File: src/rtl/mem_stage.sv
// mem_stage: memory-access stage of the single-issue MIPS pipeline (EXE -> MEM -> WB).
// It issues loads and stores over a request/acknowledge data-memory port. It aligns,
// sign- or zero-extends and lane-replicates sub-word data. It stalls the upstream
// pipeline while an access is outstanding and loads bubbles into WB during the stall.
//
// Optional feature: define MEM_BYPASS_EN to enable the combinational MEM->EXE bypass.
// When it is undefined, the bypass outputs are tied to 0.
//
// Ports:
//   CLK, RESET                 clock, asynchronous active-low reset
//   *1_IN                      registered instruction/control/data from EXE
//   DMEM_Req/We/Addr/BE/WData  data-memory request (big-endian, word-aligned address)
//   DMEM_Ack/RData             data-memory completion and read word
//   STALL_OUT                  upstream hold while an access is outstanding
//   *1_OUT, Misaligned_OUT     registered results to WB
//   Bypass*1_MEMEXE            forwarding to EXE
//
// FSM states
//   state  | meaning
//   IDLE   | no access outstanding; a valid memory op requests in this cycle
//   WAIT   | request issued, waiting for DMEM_Ack; EXE holds its outputs
module mem_stage #(
    parameter int ADDR_W = 32
) (
    input  logic              CLK,
    input  logic              RESET,
    input  logic [31:0]       Instr1_IN,
    input  logic [31:0]       Instr1_PC_IN,
    input  logic [31:0]       ALU_result1_IN,
    input  logic [4:0]        WriteRegister1_IN,
    input  logic [31:0]       MemWriteData1_IN,
    input  logic              RegWrite1_IN,
    input  logic              MemRead1_IN,
    input  logic              MemWrite1_IN,
    input  logic [5:0]        ALU_Control1_IN,
    output logic              DMEM_Req,
    output logic              DMEM_We,
    output logic [ADDR_W-1:0] DMEM_Addr,
    output logic [3:0]        DMEM_BE,
    output logic [31:0]       DMEM_WData,
    input  logic              DMEM_Ack,
    input  logic [31:0]       DMEM_RData,
    output logic              STALL_OUT,
    output logic [31:0]       Instr1_OUT,
    output logic [31:0]       Instr1_PC_OUT,
    output logic [31:0]       WriteData1_OUT,
    output logic [4:0]        WriteRegister1_OUT,
    output logic              RegWrite1_OUT,
    output logic              Misaligned_OUT,
    output logic [4:0]        BypassReg1_MEMEXE,
    output logic [31:0]       BypassData1_MEMEXE,
    output logic              BypassValid1_MEMEXE
);

    localparam logic [5:0] OP_LB  = 6'h20;
    localparam logic [5:0] OP_LH  = 6'h21;
    localparam logic [5:0] OP_LW  = 6'h23;
    localparam logic [5:0] OP_LBU = 6'h24;
    localparam logic [5:0] OP_LHU = 6'h25;
    localparam logic [5:0] OP_SB  = 6'h28;
    localparam logic [5:0] OP_SH  = 6'h29;
    localparam logic [5:0] OP_SW  = 6'h2B;

    typedef enum logic {S_IDLE = 1'b0, S_WAIT = 1'b1} state_t;

    state_t      state, state_nx;
    logic        memop, misaligned, mem_go, stall;
    logic        is_byte, is_half, is_word, is_signed;
    logic [1:0]  a;
    logic [7:0]  ld_byte;
    logic [15:0] ld_half;
    logic [31:0] load_data;
    logic        mis_q;

    assign memop = MemRead1_IN | MemWrite1_IN;
    assign a     = ALU_result1_IN[1:0];

    always_comb begin
        is_byte   = 1'b0;
        is_half   = 1'b0;
        is_word   = 1'b0;
        is_signed = 1'b0;
        case (ALU_Control1_IN)
            OP_LB:         begin is_byte = 1'b1; is_signed = 1'b1; end
            OP_LBU, OP_SB: is_byte = 1'b1;
            OP_LH:         begin is_half = 1'b1; is_signed = 1'b1; end
            OP_LHU, OP_SH: is_half = 1'b1;
            OP_LW, OP_SW:  is_word = 1'b1;
            default:       is_word = 1'b1;  // unknown memory opcode: full-word access
        endcase
    end

    assign misaligned = memop & ((is_half & a[0]) | (is_word & (a != 2'b00)));
    assign mem_go     = memop & ~misaligned;
    assign stall      = mem_go & ~DMEM_Ack;

    // Big-endian lane selection: byte offset 0 lives in bits 31:24.
    always_comb begin
        case (a)
            2'd0:    ld_byte = DMEM_RData[31:24];
            2'd1:    ld_byte = DMEM_RData[23:16];
            2'd2:    ld_byte = DMEM_RData[15:8];
            default: ld_byte = DMEM_RData[7:0];
        endcase
        ld_half = a[1] ? DMEM_RData[15:0] : DMEM_RData[31:16];
        if (is_byte)
            load_data = is_signed ? {{24{ld_byte[7]}}, ld_byte} : {24'h0, ld_byte};
        else if (is_half)
            load_data = is_signed ? {{16{ld_half[15]}}, ld_half} : {16'h0, ld_half};
        else
            load_data = DMEM_RData;
    end

    // State register
    always_ff @(posedge CLK or negedge RESET) begin
        if (!RESET) state <= S_IDLE;
        else        state <= state_nx;
    end

    // Next-state logic
    always_comb begin
        state_nx = state;
        case (state)
            S_IDLE:  if (mem_go && !DMEM_Ack) state_nx = S_WAIT;
            S_WAIT:  if (!mem_go || DMEM_Ack) state_nx = S_IDLE;
            default: state_nx = S_IDLE;
        endcase
    end

    // Output logic. EXE holds its outputs while stalled, so the request fields stay
    // stable in WAIT without being re-registered here.
    always_comb begin
        DMEM_Req   = 1'b0;
        DMEM_We    = 1'b0;
        STALL_OUT  = 1'b0;
        DMEM_Addr  = {ALU_result1_IN[ADDR_W-1:2], 2'b00};
        DMEM_BE    = 4'b1111;
        DMEM_WData = MemWriteData1_IN;
        if (is_byte) begin
            DMEM_BE    = 4'b1000 >> a;
            DMEM_WData = {4{MemWriteData1_IN[7:0]}};
        end else if (is_half) begin
            DMEM_BE    = a[1] ? 4'b0011 : 4'b1100;
            DMEM_WData = {2{MemWriteData1_IN[15:0]}};
        end
        if (RESET && (state == S_IDLE || state == S_WAIT)) begin
            DMEM_Req  = mem_go;
            DMEM_We   = mem_go & MemWrite1_IN;
            STALL_OUT = stall;
        end
    end

    // WB pipeline registers; stalled or misaligned cycles load a bubble.
    always_ff @(posedge CLK or negedge RESET) begin
        if (!RESET) begin
            Instr1_OUT         <= '0;
            Instr1_PC_OUT      <= '0;
            WriteData1_OUT     <= '0;
            WriteRegister1_OUT <= '0;
            RegWrite1_OUT      <= 1'b0;
            mis_q              <= 1'b0;
        end else if (stall || misaligned) begin
            Instr1_OUT         <= '0;
            Instr1_PC_OUT      <= '0;
            WriteData1_OUT     <= '0;
            WriteRegister1_OUT <= '0;
            RegWrite1_OUT      <= 1'b0;
            mis_q              <= misaligned;
        end else begin
            Instr1_OUT         <= Instr1_IN;
            Instr1_PC_OUT      <= Instr1_PC_IN;
            WriteData1_OUT     <= MemRead1_IN ? load_data : ALU_result1_IN;
            WriteRegister1_OUT <= WriteRegister1_IN;
            RegWrite1_OUT      <= RegWrite1_IN & ~MemWrite1_IN;
            mis_q              <= 1'b0;
        end
    end

    assign Misaligned_OUT = mis_q & RESET;

`ifdef MEM_BYPASS_EN
    assign BypassValid1_MEMEXE = RESET & RegWrite1_IN & (WriteRegister1_IN != 5'd0)
                               & ~stall & ~misaligned;
    assign BypassData1_MEMEXE  = MemRead1_IN ? load_data : ALU_result1_IN;
    assign BypassReg1_MEMEXE   = WriteRegister1_IN;
`else
    assign BypassValid1_MEMEXE = 1'b0;
    assign BypassData1_MEMEXE  = '0;
    assign BypassReg1_MEMEXE   = '0;
`endif

endmodule

File: config.mk
export PLATFORM = sky130hd
export DESIGN_NAME = mem_stage
export DESIGN_NICKNAME = d
export VERILOG_FILES = /design/src/rtl/mem_stage.sv
export SDC_FILE = /design/constraint.sdc
export NUM_CORES = 1
export LEC_CHECK = 0
export CAP_MARGIN = 10
export CORE_AREA = 2 2 152 154
export DETAILED_ROUTE_END_ITERATION = 6
export DIE_AREA = 0 0 154 156
export PLACE_DENSITY = 0.67
export SETUP_SLACK_MARGIN = 0.5
export SKIP_LAST_GASP = 1
export SLEW_MARGIN = 10
export SYNTH_ARGS = -nofsm -noshare
export SYNTH_HDL_FRONTEND = slang
export SYNTH_SLANG_ARGS = --single-unit
File: constraint.sdc
create_clock -name CLK -period 2.7 [get_ports CLK]
set_clock_uncertainty 0.1 [all_clocks]
set_input_delay 0.27 -clock CLK [delete_from_list [all_inputs] [get_ports CLK]]
set_output_delay 0.27 -clock CLK [all_outputs]
set_load 0.01 [all_outputs]
---- Word level (Yosys, flattened, before mapping) ----
Cells that the tools add are included.
storage, ports and cells
  register bits after elaboration ......... 103
  bits of input ports ..................... 177
  output and inout bits ................... 212
  logic and storage cells ................. 60
cells by class
  muxes and demuxes ....................... 25
  equal/unequal tests ..................... 8
  shifts and indexed selects .............. 1
  bitwise gates (word level) .............. 13
  reduce and logical (&&, ||, !) cells .... 7
operators by type and width
  kind                                                                number
  32-bit two-way mux                                                  10
  6-bit == test (second input constant)                               6
  8-bit case mux with 3 select lines                                  1
  16-bit two-way mux                                                  1
  4-bit two-way mux                                                   3
  1-bit two-way mux                                                   9
  1-bit bitwise AND                                                   8
  3-bit OR reduction                                                  2
  6-bit OR reduction                                                  1
  5-bit two-way mux                                                   1
  4-bit by 2-bit >> shifter with 4-bit output (first input constant)  1
  1-bit NOT                                                           3
  2-bit by 1-bit == test with 1-bit output (second input constant)    1
  2-bit == test (second input constant)                               1
  2-bit zero test                                                     1
  1-bit bitwise OR                                                    2
  2-bit nonzero test                                                  1
  2-bit OR reduction                                                  1
  1-bit logical OR                                                    1

---- Depth between registers and ports, before layout ----
Gate-level depths: netlist (run 1).
  word-level depth ........................ 11
  mapped depth ............................ 8
  gate-level depth less buffers ........... 5

---- Worst setup path after synthesis (run 1) ----
No wires, ideal clock.
  kind .................................... in2out
  start ................................... input ALU_Control1_IN[4]
  end ..................................... output STALL_OUT
  data arrival time ....................... 1.763 ns
  stages on the path ...................... 6
  slack ................................... 0.567 ns
  buffers on the path ..................... 1
  required time ........................... 2.330 ns
  cell sequence ........................... or3b_1 buf_2 nor3_4 a2bb2oi_2 and3b_1 nor2b_1
on the way
  cells in the longest elaborated chain, start to end .. 10
  elaborated cells on any way between the ends .. 18
  those cells by class .................... eq/ne: 6; mux: 3; bitwise: 7; reduce/logical: 2
ends and longest elaborated chain
  element                                                                    line  RTL
  start, declared                                                            35    input logic [5:0] ALU_Control1_IN,
  6-bit == test                                                              83    case (ALU_Control1_IN)
  6-bit OR reduction (no source line) or 3-bit OR reduction (tied branches)  --
  1-bit two-way mux                                                          83
  1-bit bitwise AND                                                          93    assign misaligned = memop & ((is_half & a[0]) | (is_word & (a != 2'b00)));
  1-bit bitwise OR *                                                         93
  1-bit bitwise AND *                                                        93
  1-bit NOT *                                                                94    assign mem_go = memop & ~misaligned;
  1-bit bitwise AND *                                                        94
  1-bit bitwise AND *                                                        95    assign stall = mem_go & ~DMEM_Ack;
  1-bit two-way mux *                                                        146   if (RESET && (state == S_IDLE || state == S_WAIT)) begin
  end, declared                                                              43    output logic STALL_OUT,
Mark *: on every way between the ends. The rest lies on a longest branch, timed or not.

---- Worst setup path in the final report (run 1) ----
  start ................................... input ALU_Control1_IN[1]
  end ..................................... output STALL_OUT
Same word-level chain as after synthesis.

==> metrics.md, run 1 <==
| Metric | Value |
|---|---|
| P_sw | 1160 uW |
| Synth cell types | 40 |
| Max_cap viols | 0 |
| Placed insts | 1130 |
| Critical Path Source Type | input port |
| Design Area, Final | 9360 um2 |
| Remaining DRCs | 0 |
| Area post-placement | 9000 um2 |
| H-tree depth | 3 |
| Min Tclk post-route | 2160 ps |
| Post-synth EDFFs | 0 |
| Post-synth top flop | dfrtp_1 |
| Status | finished clean |
| Vias/cell | 4.42 |
| Met3 WL | 1540 um |
| Total gr overflow | 0 |
| Drt first-iter violations | 220 |
| CTS tree | built |
| Worst slew pin tran | 643 ps |
| Met2 WL | 12500 um |
| Fin crit share | 79.9% |
| Post-Layout Cell Count | 1152 |
| Synth-to-layout area growth | 72.4% |
| Setup Viol. Count Final | 0 |
| Initial antenna violation count | 1 |
| Asr flop ratio synth | 100% |
| Pre-antenna DRT Iters | 4 |
| Worst-path maximum fanout | 2 |
| Logic pwr share | 27.6% |
| WL met1 | 8960 um |
| Pins Over Slew Limit | 0 |
| F_max | 0.463 GHz |
| Pwr dens | 437 nW/um2 |
| Via count | 5094 |
| Synth Warn # | 0 |
| Antenna viol nets, final | 0 |
| Share of layout cells above drive strength 1 | 11.6% |
| CP Capture Type | output port |
| Final hold viol count | 0 |
| Worst IR Drop VDD | 0.000273 V |
| Top sig layer | met5 |
| CP Data Required Time | 2330 ps |
| # IOs | 389 |
| RSZ-0062 raised after global routing | yes |
| Clock group share of total power | 31.8% |
| Worst setup path category | input port to output port |
| HPWL after DPL | 18600 um |
| Post-Route Utilization | 41.9% |
| Core Footprint | 22400 um2 |
| RePlAce Congestion | 0.770 |
| Flops & latches, synth | 103 |
| Most frequent cells in the layout | 308 x clkdlybuf4s50_1, 103 x dfrtp_1, 92 x nor2b_1 |
| Clk buf depth | 2 |
| Std cell rows | 55 |
| Worst-path clk slew | 80 ps |
| Final wirelength | 23300 um |
| Initial Utilization | 24.3% |
| Final net count | 1039 |
| Die outline height | 156 um |
| Sw Share | 28.5% |
| Internal | 2920 uW |
| Die area | 24000 um2 |
| Seq pwr share | 40.6% |
| Most common cell after layout, fill and taps aside | clkdlybuf4s50_1 |
| Root buffer cell | clkbuf_16 |
| Top post-synthesis cells by area | dfrtp_1 47%, buf_4 11%, nor2b_1 11% |
| Avg Inst Size Synth | 10.0 um2 |
| First-pass GRT wire length | 33200 um |
| Die width | 154 um |
| Critical Path AT | 1790 ps |
| Fin worst setup slack | 542 ps |
| Routed length per instance | 20.2 um |
| Worst slew margin | 57.1% |
| Mapped Cells | 543 |
| Area fraction of the dominant cell type after synthesis | 47.5% |
| Sequential-to-total area share from yosys stat | 47.5% |
| Num CTS Buffers | 9 |
| Power Total | 4090 uW |
| Diodes inserted | 0 |
| Synthesized cell area | 5430 um2 |
| Sink Count | 103 |
| Hold crit path type | input port to asynchronous set/reset pin |
| Largest net degree at the start of global routing | 98 |
| Leak | 0.00396 uW |
| Port Buffers | 348 |
| Global Route Usage Sum | 18.7% |
| Vias in the first global route | 5133 |
| Worst slack, placed | -222 ps |
| Post-synth top area cell | dfrtp_1 |
[power groups by stage]
| stage | combinational (uW) | clock [uW] | sequential, uW |
|---|---|---|---|
| 5_1_grt | 1210 | 1410 | 1670 |
| 6_report | 1130 | 1300 | 1660 |
| 3_3_place_gp | 1140 | 0 | 1690 |
| 2_1_floorplan | 410 | 0 | 1740 |
| 3_5_place_dp | 1150 | 0 | 1690 |
| 4_1_cts | 1150 | 1350 | 1660 |
[final cells by class]
cell class	count	area [um2]
clock buffer	9	225
inverter	2	7.51
fill	2152	13000
clock inverter	7	72.6
timing repair buffer	387	3840
tap	285	357
sequential	103	2580
multi-input combinational	359	2280
[synth_stat cells (all sizes together), types with 2 or more instances]
library cell	count
a21oi	26
a22oi	7
a311oi	8
a31oi	16
and2	2
buf	94
clkbuf	24
dfrtp	103
inv	2
mux2	9
mux2i	9
mux4	8
nand2	55
nand2b	9
nand3	9
nor2	12
nor2b	92
nor3	2
nor3b	2
nor4	6
o211ai	6
o21ai	28
o22ai	3
[timing repair]
| action | CTS | global route |
|---|---|---|
| pin swaps | 4 | 0 |
| gates cloned | 1 | 0 |
| buffers inserted | 4 | 0 |
| gates resized for setup | 79 | 0 |
| setup endpoints to repair | 50 | 1 |
| hold buffers | 1 | 0 |
| endpoints found under the hold margin | 6 | 0 |
[per-stage QoR]
stage,setup TNS (ps),hold WS (ps)
after floorplan,0,-126
after global placement,-2830,27.2
after detailed placement,-3110,30.9
after CTS,0,218
after global routing,0,211
final,0,225
[cells by family after synthesis]
family / synth area share (%)
AOI/OAI and AO/OA: 11.8
buffers and inverters: 14.3
DFF: 47.5
muxes: 6.84
other: 0.0691
and+or+nand+nor: 19.5
[worst max-delay path: stages]
cell,delay [ps]
buf_2,100
or3b_4,420
nor3_4,200
buf_6,140
a2bb2oi_4,170
and3b_1,190
nor2b_1,130
buf_2,140
[flip-flops by register name (all words and copies together), names as in the netlist]
signal,flops
Instr1_OUT,32
Instr1_PC_OUT,32
RegWrite1_OUT,1
WriteData1_OUT,32
WriteRegister1_OUT,5
mis_q,1
[layer usage]
layer	GRT usage, %	up-vias
met4	4.09	2
met3	4.56	14
met1	21.0	2460
li1	-	2353
met2	35.7	265
met5	0	-
[path summary, 6_finish.rpt]
path / start / end / slack, ps / depth (start not counted)
max: ALU_Control1_IN[1] / STALL_OUT / 540 / 8
min: RESET / RegWrite1_OUT / 220 / 2
max in group asynchronous: RESET / Instr1_OUT[27] / 1520 / 3
min in group CLK: MemRead1_IN / mis_q / 280 / 3
Note: power is estimated with default switching activity, not from simulation.
==> inputs of run 2 (changes only) <==
CORE_AREA = 2 2 150 152   (was 2 2 152 154)
DIE_AREA = 0 0 152 154   (was 0 0 154 156)
PLACE_DENSITY = 0.7   (was 0.67)
clock period = 1.9 ns   (was 2.7 ns; I/O delays follow)
==> metrics.md, run 2 (same netlist as run 1, synthesis figures left out) <==
| Metric | Value |
|---|---|
| RePlAce Congestion | 0.839 |
| Filler cells | 1922 |
| Leak | 0.00607 uW |
| Via count | 5365 |
| Total gr overflow | 0 |
| CP Data Required Time | 1610 ps |
| RSZ-0062 raised after global routing | yes |
| Global Route Usage Sum | 19.9% |
| Die width | 152 um |
| Port Buffers | 348 |
| Synth-to-layout area growth | 96.9% |
| Worst slew pin tran | 584 ps |
| Final net count | 1101 |
| Core Footprint | 21700 um2 |
| Largest regs | Instr1_OUT: 32 flops, Instr1_PC_OUT: 32 flops, WriteData1_OUT: 32 flops |
| Die area | 23400 um2 |
| Power Total | 6230 uW |
| Fin crit share | 102% |
| Critical Path Source Type | input port |
| Initial Utilization | 25.0% |
| Critical Path AT | 1640 ps |
| F_max | 0.518 GHz |
| Status | finished with violations |
| Setup Viol. Count Final | 4 |
| Most frequent cells in the layout | 192 x clkdlybuf4s50_1, 115 x dlymetal6s2s_1, 103 x dfrtp_1 |
| Worst-path maximum fanout | 4 |
| Vias/cell | 4.44 |
| Sink Count | 103 |
| Most common cell after layout, fill and taps aside | clkdlybuf4s50_1 |
| Placed insts | 1152 |
| Antenna viol nets, final | 0 |
| Largest net degree at the start of global routing | 100 |
| Worst-path clk slew | 80 ps |
| Max_cap viols | 0 |
| Hold crit path type | input port to asynchronous set/reset pin |
| Remaining DRCs | 0 |
| CTS tree | built |
| Pins Over Slew Limit | 0 |
| Vias in the first global route | 5453 |
| Worst slew margin | 61.1% |
| # IOs | 389 |
| Clk buf depth | 2 |
| Worst setup path category | input port to output port |
| Final wirelength | 25000 um |
| Min Tclk post-route | 1930 ps |
| Share of layout cells above drive strength 1 | 25.3% |
| CP Capture Type | output port |
| Num CTS Buffers | 9 |
| Worst hold slack | 208 ps |
| Multi-input logic area | 2590 um2 |
| Failing checks | setup timing |
| Diodes inserted | 0 |
| First-pass GRT wire length | 34900 um |
| Final hold viol count | 0 |
| Seq. cell area | 2580 um2 |
| Worst IR Drop VDD | 0.000439 V |
| HPWL after DPL | 18200 um |
| Routed length per instance | 20.7 um |
| Die outline height | 154 um |
| Initial antenna violation count | 0 |
| Root buffer cell | clkbuf_16 |
| Std cell rows | 54 |
| Fin worst setup slack | -28.8 ps |
| H-tree depth | 3 |
| Drt first-iter violations | 226 |
| Pre-antenna DRT Iters | 4 |
| Pwr dens | 583 nW/um2 |
| Post-Layout Cell Count | 1209 |
## run 2: timing repair
item | in CTS | in global routing
cloned | 9 | 4
hold buffers | 1 | 0
hold endpoints to repair | 103 | 0
pin swaps | 20 | 22
gates resized for setup | 207 | 187
endpoints found under the setup margin | 275 | 340
buffers inserted | 18 | 9
## run 2: worst max-delay path, cell delays in order
cell    delay, ps
buf_6          90
or3b_4        410
nor3_4        180
buf_4         150
buf_6          80
buf_6         110
mux2_4        300
buf_6         120
## run 2: metal layers
| metal | vias to the layer above | global-route usage [%] | wire length, um |
|---|---|---|---|
| li1 | 2481 | - | - |
| met1 | 2578 | 22.0 | 9410 |
| met2 | 286 | 38.2 | 13600 |
| met3 | 20 | 4.85 | 1650 |
| met4 | 0 | 4.32 | 384 |
| met5 | - | 0 | 0 |
## run 2: report_power, final
group,internal [uW],switching (uW),total [uW]
clock network,1070,955,2030
logic,1050,801,1850
registers,2320,33.0,2350
total,4440,1790,6230
## run 2: area by class of cell
class                      instances  area share [%]
clock buffer                       9            2.11
clock inverter                     7           0.913
inverter                           2          0.0702
multi-input combinational        360            24.2
sequential                       103            24.1
tap                              280            3.28
timing repair buffer             448            45.3
## run 2: final timing paths
| kind | start | endpoint | slack [ps] | cells after the start |
|---|---|---|---|---|
| min in group CLK | Instr1_IN[31] | Instr1_OUT[31] | 280 | 2 |
| max in group asynchronous | RESET | WriteData1_OUT[30] | 620 | 3 |
| min | RESET | WriteData1_OUT[2] | 210 | 2 |
| max | ALU_Control1_IN[1] | DMEM_WData[11] | -30 | 8 |
## run 2: stage by stage
step | worst slack (ps) | setup TNS (ps) | area, um2 | utilization [%]
after floorplan | -31.6 | -256 | 5640 | -
after CTS | -76.7 | -218 | 10100 | 46.5
final | -28.8 | -97.2 | 10700 | 49.3
after global routing | -101 | -767 | 10700 | 49.3
after global placement | -845 | -62420 | 9170 | 42.3
after detailed placement | -850 | -64980 | 9170 | 42.3
